$ cat src/rtl/teclado_emulador.sv
// 4x4 matrix-keypad responder: closes one emulated key against the scanner's
// column strobes, with LFSR-driven contact bounce at press and release.
module teclado_emulador #(
    parameter int          BOUNCE_CYC = 16,
    parameter logic [7:0]  SEED       = 8'hA5,
    parameter int          CNT_W      = 16
) (
    input  logic             clk,
    input  logic             reset,
    input  logic [4:1]       colunas,
    output logic [4:1]       linhas,
    input  logic             req,
    input  logic [3:0]       key,
    input  logic [CNT_W-1:0] hold_len,
    output logic             busy,
    output logic             done,
    output logic [7:0]       press_count
);

    typedef enum logic [1:0] {
        IDLE    = 2'd0,
        B_PRESS = 2'd1,
        HOLD    = 2'd2,
        B_REL   = 2'd3
    } state_t;

    localparam logic [7:0]       SEED_EFF    = (SEED == 8'h00) ? 8'h01 : SEED;
    localparam bit               BOUNCE_EN   = (BOUNCE_CYC > 0);
    localparam logic [CNT_W-1:0] BOUNCE_LAST = BOUNCE_EN ? CNT_W'(BOUNCE_CYC - 1) : '0;
    localparam logic [CNT_W-1:0] CNT_ONE     = CNT_W'(1);

    // Fibonacci LFSR for x^8+x^6+x^5+x^4+1, shifting toward the MSB
    function automatic logic [7:0] lfsr_next(input logic [7:0] s);
        return {s[6:0], s[7] ^ s[5] ^ s[4] ^ s[3]};
    endfunction

    state_t           state_q, state_d;
    logic [CNT_W-1:0] cnt_q, cnt_d;
    logic [3:0]       key_q, key_d;
    logic [CNT_W-1:0] hold_q, hold_d;
    logic [7:0]       lfsr_q, lfsr_d;
    logic             busy_q, busy_d;
    logic             done_q, done_d;
    logic [7:0]       pc_q, pc_d;

    logic [CNT_W-1:0] hold_eff_s;
    logic             contact_s;
    logic [3:0]       col_s;
    logic [3:0]       lin_s;

    assign hold_eff_s = (hold_len == '0) ? CNT_ONE : hold_len;

    // Phase sequencing: next state, phase counter, latched request and completion bookkeeping
    always_comb begin
        state_d = state_q;
        cnt_d   = cnt_q;
        key_d   = key_q;
        hold_d  = hold_q;
        done_d  = 1'b0;
        pc_d    = pc_q;
        case (state_q)
            IDLE: begin
                if (req) begin
                    key_d  = key;
                    hold_d = hold_eff_s;
                    if (BOUNCE_EN) begin
                        state_d = B_PRESS;
                        cnt_d   = BOUNCE_LAST;
                    end else begin
                        state_d = HOLD;
                        cnt_d   = hold_eff_s - CNT_ONE;
                    end
                end else begin
                    state_d = IDLE;
                end
            end
            B_PRESS: begin
                if (cnt_q == '0) begin
                    state_d = HOLD;
                    cnt_d   = hold_q - CNT_ONE;
                end else begin
                    cnt_d = cnt_q - CNT_ONE;
                end
            end
            HOLD: begin
                if (cnt_q == '0) begin
                    if (BOUNCE_EN) begin
                        state_d = B_REL;
                        cnt_d   = BOUNCE_LAST;
                    end else begin
                        state_d = IDLE;
                        cnt_d   = '0;
                        done_d  = 1'b1;
                        pc_d    = pc_q + 8'd1;
                    end
                end else begin
                    cnt_d = cnt_q - CNT_ONE;
                end
            end
            B_REL: begin
                if (cnt_q == '0) begin
                    state_d = IDLE;
                    cnt_d   = '0;
                    done_d  = 1'b1;
                    pc_d    = pc_q + 8'd1;
                end else begin
                    cnt_d = cnt_q - CNT_ONE;
                end
            end
            default: begin
                state_d = IDLE;
                cnt_d   = '0;
            end
        endcase
        busy_d = (state_d != IDLE);
    end

    // Bounce source: the LFSR only runs during the two bounce phases
    always_comb begin
        if ((state_q == B_PRESS) || (state_q == B_REL)) begin
            lfsr_d = lfsr_next(lfsr_q);
        end else begin
            lfsr_d = lfsr_q;
        end
    end

    // Contact closure as seen by the matrix, decoded from the registered phase
    always_comb begin
        case (state_q)
            IDLE:    contact_s = 1'b0;
            B_PRESS: contact_s = lfsr_q[0];
            HOLD:    contact_s = 1'b1;
            B_REL:   contact_s = lfsr_q[0];
            default: contact_s = 1'b0;
        endcase
    end

    assign col_s = colunas;

    // Switch path: zero-latency from the column strobes to the latched row
    always_comb begin
        lin_s = 4'b1111;
        if (contact_s && (col_s[key_q[1:0]] == 1'b0)) begin
            lin_s[key_q[3:2]] = 1'b0;
        end else begin
            lin_s = 4'b1111;
        end
    end

    assign linhas = lin_s;

    // State and output registers
    always_ff @(posedge clk or posedge reset) begin
        if (reset) begin
            state_q <= IDLE;
            cnt_q   <= '0;
            key_q   <= 4'd0;
            hold_q  <= '0;
            lfsr_q  <= SEED_EFF;
            busy_q  <= 1'b0;
            done_q  <= 1'b0;
            pc_q    <= 8'd0;
        end else begin
            state_q <= state_d;
            cnt_q   <= cnt_d;
            key_q   <= key_d;
            hold_q  <= hold_d;
            lfsr_q  <= lfsr_d;
            busy_q  <= busy_d;
            done_q  <= done_d;
            pc_q    <= pc_d;
        end
    end

    assign busy        = busy_q;
    assign done        = done_q;
    assign press_count = pc_q;

endmodule

$ cat config.mk
export PLATFORM = sky130hd
export DESIGN_NAME = teclado_emulador
export DESIGN_NICKNAME = d
export VERILOG_FILES = /design/src/rtl/teclado_emulador.sv
export SDC_FILE = /design/constraint.sdc
export NUM_CORES = 1
export LEC_CHECK = 0
export CAP_MARGIN = 0
export CORE_UTILIZATION = 57
export CTS_BUF_LIST = sky130_fd_sc_hd__clkbuf_2 sky130_fd_sc_hd__clkbuf_4 sky130_fd_sc_hd__clkbuf_8
export DETAILED_ROUTE_END_ITERATION = 16
export MAX_ROUTING_LAYER = met4
export PLACE_DENSITY = 0.93
export SKIP_CTS_REPAIR_TIMING = 1
export SYNTH_ARGS = -nofsm -noshare
export SYNTH_HDL_FRONTEND = slang
export SYNTH_SLANG_ARGS = --single-unit
$ cat constraint.sdc
create_clock -name clk -period 2.6 [get_ports clk]
set_input_delay 0.52 -clock clk [delete_from_list [all_inputs] [get_ports clk]]
set_output_delay 0.52 -clock clk [all_outputs]
set_load 0.005 [all_outputs]
# == Yosys cells after proc, flatten, opt, wreduce, memory -nomap -nowiden ==
# Index checks and enable logic that the tools add are counted.
# word_totals
register_bits,56
in_bits,27
# classes
n_mux,19
add_sub_neg,3
order_cmp,3
eq_ne,4
n_reduce_logical,10
bitwise_logic,5
# op_table
cell,n
$mux 16,5
$pmux 16 s4,1
$logic_not 16->1,2
$sub 16x1->16 const B,2
$add 8x1->8 const B,1
$pmux 2 s4,1
$lt 2x3->1 const B,2
$mux 2,3
$mux 1,5
$eq 2x2->1 const B,2
$mux 4,1
$not 4->4,1
$reduce_and 2->1,2
$pmux 1 s3,1
$xor 1x1->1,3
$bmux 1 s2,1
$demux 1 s2,1
$eq 2x1->1 const B,1
$ge 2x1->1 const B,1
$logic_and 1x1->1,2
$logic_not 2->1,1
$ne 2x2->1 const B,1
$reduce_bool 2->1,1
$reduce_or 2->1,1
other kinds (2),2

# == Depth between registers and ports, before layout ==
# Gate-level depths: netlist of run 1.
# logic_depth
depth_word,6
depth_mapped,9
depth_no_buf,7

# == Worst setup path after synthesis of run 1 ==
# Ideal clock, no wire load.
# synth_timing
path_type,input port to output port
startpoint,in colunas[4] in the netlist's numbering
endpoint,out linhas[1] in the netlist's numbering
setup_slack_ps,692
arrival_ps,1388
n_path_buf,0
stages,4
t_required_ps,2080
cell_sequence,mux4_2 > a21oi_1 > nor2b_1 > nand2b_1
# synth_via
elab_chain_cells,5
# synth_lines
item,line,source
from (decl),10,"input logic [4:1] colunas,"
$bmux 1 s2,143,if (contact_s && (col_s[key_q[1:0]] == 1'b0)) begin
$mux 1 (not written as such),143,
$not 1->1,143,
$logic_and 1x1->1,143,
$mux 4,143,
to (decl),11,"output logic [4:1] linhas,"
# No other way between the ends. The select of a mux whose other input is x is not followed.

# == Worst setup path after layout of run 1 ==
# layout_timing
startpoint,in colunas[4] in the netlist's numbering
endpoint,out linhas[2] in the netlist's numbering
# Same word-level chain as after synthesis.

==> summary.txt, run 1 <==
Outcome
  • Outcome: completed

Power and ir drop
  • Pleak: 0.00155 µW
  • Tot Pwr: 2720 µW
  • Sw Share: 32.6%
  • PwrDens: 726 nW/µm²
  • Combinational Power Share: 27.9%
  • Int Pwr: 1830 µW
  • Clock power share: 23.0%
  • Worst vdd ir: 399 µV
  • Share of power burned in registers: 49.1%
  • P_sw: 886 µW

Synthesis
  • Syn. warnings: 0
  • Post-synth EDFFs: 0
  • Synth top area share: 42.3%
  • Area contributors post-synth: dfrtp_1 42%, mux2_2 8.8%, xnor2_1 3.7%, dfstp_2 3.4%, xor2_1 3.4%
  • FF+latch count, synth: 56
  • Synth cell types: 55
  • Mapped Cells: 302
  • Syn nets: 333
  • Synth Flop Type: dfrtp_1
  • Top-count cell post-synth: dfrtp_1
  • Synth Area per Inst: 10.2 µm²
  • Post-synthesis sequential area ratio: 45.7%
  • Post-Syn Area: 3080 µm²
  • Top cell type by total area after synthesis: dfrtp_1
  • FFs w/ async S/R, synth: 100%
  • Post-synth top cells: 52 x dfrtp_1, 24 x mux2_2, 22 x nand2_1, 19 x nor2_1

Timing
  • Max-slew violations: 0
  • Final setup margin: 22.1 ps
  • Slew at the pin closest to its max-slew limit: 564 ps
  • Clock skew: 8.67 ps
  • Tcrit/Tclk final: 99.2%
  • Hold Fails Final Rpt: 0
  • Final Critical Period: 2580 ps
  • Sum Neg Setup Slack: 0 ps
  • Endpoints failing setup: 0
  • Max Fclk: 388 MHz
  • Slew headroom: 62.1%

Finish
  • Layout cells sized above 1: 18.4%
  • Synth-to-Final Area Change: 21.4%
  • Number of fill cells: 379
  • Post-route insts no fill: 418
  • Reg area: 1410 µm²
  • Number of diodes: 0
  • Multi-input logic area: 1580 µm²
  • Total Nets Final: 378

Global route
  • Vias in the first global route: 2456
  • Aggregate global routing overflow: 0
  • Initial antenna violation count: 0
  • GRT Util Overall: 27.8%
  • First-pass GRT wire length: 11.4 mm
  • Largest net degree at the start of global routing: 36

Floorplan
  • Die Y: 75.5 µm
  • I/O Pins: 41
  • Num rows: 26
  • Core area: 5140 µm²
  • Die width: 75.5 µm
  • Die Footprint: 5700 µm²
  • Initial core utilization: 59.9%

Worst hold path
  • Worst hold-check path type: flop to flop
  • WHS Endpoint: press_count[7]
  • Hold Crit Start: press_count[7]
  • WHS Path Cells: 1

Setup path
  • Arrival time worst endpoint: 2060 ps
  • Critical Path Start Type: input pin
  • Critical path required time: 2080 ps
  • R2R cell count: 6
  • Setup CP Type: input pin to primary output
  • CP max FO: 2
  • Reg2Reg Launch Point: cnt_q[8]
  • Crit. End Element: primary output
  • Flop-to-flop setup slack: 340 ps
  • Reg2reg end: cnt_q[11]

Placement
  • I/O Buffers: 40
  • DP Wirelength: 5.07 mm
  • Placed cells: 409
  • Gpl congestion: 0.880
  • Pre-CTS setup slack: -221 ps

Clocking
  • Max Root-Sink Buffers: 2
  • CTS tree: yes
  • Clk sinks: 56
  • Root Driver: clkbuf_8
  • H-tree depth: 2
  • Clk_lat worst skew: 310 ps
  • Clk pin slew, worst setup/hold paths: 100 ps
  • Num CTS Buffers: 5

Detailed routing
  • Final wirelength: 7.06 mm
  • Via count: 2546
  • Post-route ant nets: 0
  • Residual DRC count: 0
  • Wire per inst: 16.9 µm
  • Via/cell ratio: 6.09
  • Pre-antenna DRT Iters: 4
  • 1st-iter DRT viols: 171

Flow run
  • Maxcap violations: 0
-- how the worst max path moves through the flow --
stage / start / endpoint / slack, ps / depth (start not counted)
floorplan: colunas[4] / linhas[1] / 690 / 4
finish: colunas[4] / linhas[2] / 20 / 7
global placement: colunas[4] / linhas[2] / -140 / 6
CTS: colunas[4] / linhas[2] / -220 / 6
detailed placement: colunas[4] / linhas[2] / -220 / 6
global route: colunas[4] / linhas[2] / -60 / 7
-- state kept, by name (all words and copies together), names as in the netlist --
| register | flops |
|---|---|
| state_q | 2 |
| cnt_q | 16 |
| press_count | 8 |
| hold_q | 16 |
| key_q | 4 |
| busy | 1 |
| done | 1 |
| lfsr_q | 8 |
-- routing by layer --
layer  global-route usage (%)  wire [µm]
met5                        -          0
met4                     10.7        175
met3                     4.37        411
met2                     48.2       3690
met1                     32.6       2780
-- through the flow --
| stage | area (µm²) | hold slack, ps | util [%] |
|---|---|---|---|
| 2_1_floorplan | 3080 | 462 | - |
| 5_1_grt | 3740 | 491 | 72.7 |
| 3_5_place_dp | 3590 | 469 | 69.9 |
| 6_report | 3740 | 480 | 72.7 |
| 3_3_place_gp | 3590 | 456 | 69.9 |
| 4_1_cts | 3720 | 487 | 72.3 |
-- cells by family (layout without fill, tap and decap cells) --
group	Yosys count	in the layout	synth area share [%]
and+or+nand+nor	116	116	21.8
DFF	56	56	45.7
adders and majority gates	4	4	1.63
muxes	26	26	9.87
xor gates and xnor gates	25	25	7.11
buffers and inverters	23	69	3.41
AOI/OAI and AO/OA	52	52	10.5
-- power by group through the flow --
stage	combinational, µW	sequential, µW	clock [µW]
detailed placement	730	1340	0
CTS	741	1330	629
global route	832	1370	669
floorplan	566	1270	0
finish	759	1330	624
global placement	696	1320	0
-- worst max-delay path, stage by stage --
cell and delay, ps:
clkdlybuf4s50_1 400, mux4_2 490, a21oi_2 180, nor2b_4 180, buf_4 110, nand2_1 60, clkbuf_2 120
-- area by class of cell --
type | count | area share [%]
clock inverter | 1 | 0.803
clock buffer | 7 | 2.58
multi-input combinational | 223 | 42.2
tap | 70 | 2.34
inverter | 9 | 0.904
sequential | 56 | 37.6
timing repair buffer | 52 | 13.5
-- cell usage in the layout (no fill, tap or decap), drive strengths merged, types with 11 or more instances in the layout --
master         netlist  final
clkdlybuf4s50        0     36
nor3                19     19
o21ai               17     17
dfrtp               52     52
xor2                12     12
nor4                12     12
xnor2               13     13
buf                  7     12
a21oi               11     11
mux2                25     25
nor2                19     19
nand2               22     22
No activity file was read; power rests on OpenSTA's default activity.
==> run 2, diff against run 1 <==
--- a/config.mk
+++ b/config.mk
@@ -8,6 +8,7 @@
 export CAP_MARGIN = 0
 export CORE_UTILIZATION = 57
 export CTS_BUF_LIST = sky130_fd_sc_hd__clkbuf_2 sky130_fd_sc_hd__clkbuf_4 sky130_fd_sc_hd__clkbuf_8
+export CTS_CLUSTER_SIZE = 16
 export DETAILED_ROUTE_END_ITERATION = 16
 export MAX_ROUTING_LAYER = met4
 export PLACE_DENSITY = 0.93
==> constraint.sdc (replaced) <==
create_clock -name clk -period 2.6 [get_ports clk]
set_input_delay 0.52 -clock clk [delete_from_list [all_inputs] [get_ports clk]]
set_output_delay 0.52 -clock clk [all_outputs]
set_load 0.1 [all_outputs]
==> run 2 against run 1 <==
- combinational power grew 5.4%
- critical endpoint is now linhas[3]
- critical path depth shrank 2
- highest routed layer unchanged
- non-clock buffer count is 3 lower
==> summary.txt, run 2 (synthesized netlist as in run 1, its figures left out) <==
Clocking
  • Num CTS Buffers: 5
  • Clk pin slew, worst setup/hold paths: 100 ps
  • Root Driver: clkbuf_8
  • Clk sinks: 56
  • Max Root-Sink Buffers: 2
  • Clk_lat worst skew: 320 ps
  • CTS tree: yes
  • H-tree depth: 2

Setup path
  • Worst setup path start: key_q[0]
  • Worst-path cell chain: mux4_2, a21oi_2, buf_4, nand3b_1, buf_12
  • Critical Path Start Type: flop
  • Reg2Reg Launch Point: cnt_q[8]
  • Arrival time worst endpoint: 1860 ps
  • Setup CP Type: flop to primary output
  • R2R cell count: 6
  • CP max stage cell: mux4_2
  • Crit. End Element: primary output
  • CP max FO: 2
  • Max incr delay on CP: 520 ps
  • Critical path required time: 2080 ps

Worst hold path
  • WHS Path Cells: 1
  • Hold Crit Start: press_count[7]
  • Worst hold-check path type: flop to flop

Global route
  • First-pass GRT wire length: 11.3 mm
  • Vias in the first global route: 2411
  • Largest net degree at the start of global routing: 35
  • Aggregate global routing overflow: 0
  • Initial antenna violation count: 0
  • GRT Util Overall: 27.6%

Power and ir drop
  • PwrDens: 712 nW/µm²
  • P_sw: 922 µW
  • Combinational Power Share: 30.4%
  • Sw Share: 35.0%
  • Int Pwr: 1710 µW
  • Worst vdd ir: 394 µV
  • Pleak: 0.00160 µW
  • Clock power share: 18.8%
  • Share of power burned in registers: 50.8%

Flow run
  • Maxcap violations: 0

Timing
  • Clock skew: 9.18 ps
  • Final Critical Period: 2380 ps
  • Tcrit/Tclk final: 91.5%
  • Slew at the pin closest to its max-slew limit: 581 ps
  • RSZ-0062 raised after global routing: no
  • Max Fclk: 420 MHz
  • Sum Neg Setup Slack: 0 ps
  • Hold Fails Final Rpt: 0
  • Min Hold Slack: 479 ps
  • Endpoints failing setup: 0
  • Slew headroom: 61.0%
  • Max-slew violations: 0

Finish
  • Multi-input logic area: 1570 µm²
  • Total Nets Final: 375
  • Layout cells sized above 1: 21.4%
  • Most frequent cells in the layout: 52 x dfrtp_1, 24 x mux2_2, 22 x nand2_1, 22 x clkdlybuf4s50_1, 19 x nor2_1
  • Commonest non-fill, non-tap cell in the layout: dfrtp_1
  • Synth-to-Final Area Change: 20.2%
  • Reg area: 1410 µm²
  • Number of diodes: 0
  • Top Registers: cnt_q x16, hold_q x16
  • Number of fill cells: 372

Floorplan
  • Die Y: 75.5 µm
  • Initial core utilization: 59.9%
  • Core area: 5140 µm²
  • Die Footprint: 5700 µm²
  • Num rows: 26
  • Die width: 75.5 µm
  • I/O Pins: 41

Detailed routing
  • Via/cell ratio: 6.02
  • Pre-antenna DRT Iters: 5
  • Via count: 2498
  • Wire per inst: 16.5 µm
  • 1st-iter DRT viols: 236
  • Final wirelength: 6.87 mm
  • Residual DRC count: 0
  • Post-route ant nets: 0

Outcome
  • Outcome: completed

Placement
  • I/O Buffers: 40
  • Gpl congestion: 0.932
  • DP Wirelength: 4.89 mm
==> run 2: cell count changes in the layout (fill, tap and decap cells not counted), moves of 2 or more <==
cell / delta
buf_12: +4
buf_4: +7
clkdlybuf4s50_1: -14
clkinv_2: +2
==> run 2: critical path: cells and delay by family (launching register included) <==
family	cells	cell delay (ps)
muxes	1	520
and+or+nand+nor	1	150
DFF	1	380
AOI/OAI and AO/OA	1	140
buffers and inverters	2	360
==> run 2: layout make-up <==
cell class / count / area share [%]
Clock buffer: 6 / 2.23
Tap cell: 70 / 2.37
Timing Repair Buffer: 49 / 13.7
Sequential cell: 56 / 38.0
Multi-Input combinational cell: 223 / 42.5
Inverter: 9 / 0.913
Clock inverter: 2 / 0.271
==> run 2: final timing paths <==
kind	slack (ps)	to
min in group asynchronous	530	hold_q[3]
min reg2reg	480	press_count[7]
min	480	press_count[7]
max	220	linhas[3]
max reg2reg	460	cnt_q[4]
max in group asynchronous	1460	lfsr_q[5]
==> run 2: metrics by stage <==
stage	total power [µW]	std cells	setup slack [ps]	utilization, %	area [µm²]
after floorplan	1880	302	175	-	3080
after global routing	2780	415	123	72.0	3700
after global placement	2070	407	78.0	69.9	3590
after detailed placement	2130	407	75.4	69.9	3590
after CTS	2630	415	29.4	71.7	3680
final	2630	415	222	72.0	3700
==> run 2: power by group through the flow <==
stage	clock network [µW]	registers (µW)	logic (µW)
floorplan	0	1270	614
detailed placement	0	1350	784
CTS	506	1330	794
finish	495	1340	800
global placement	0	1330	747
global route	537	1370	873
==> run 2: metal layers <==
metal | wire (µm) | vias to the layer above | GRT usage, % | share of wire, %
li1 | - | 1180 | - | -
met2 | 3450 | 99 | 44.8 | 50
met5 | 0 | - | - | 0
met3 | 377 | 16 | 4.63 | 5.5
met4 | 149 | 0 | 10.5 | 2.2
met1 | 2890 | 1203 | 34.9 | 42
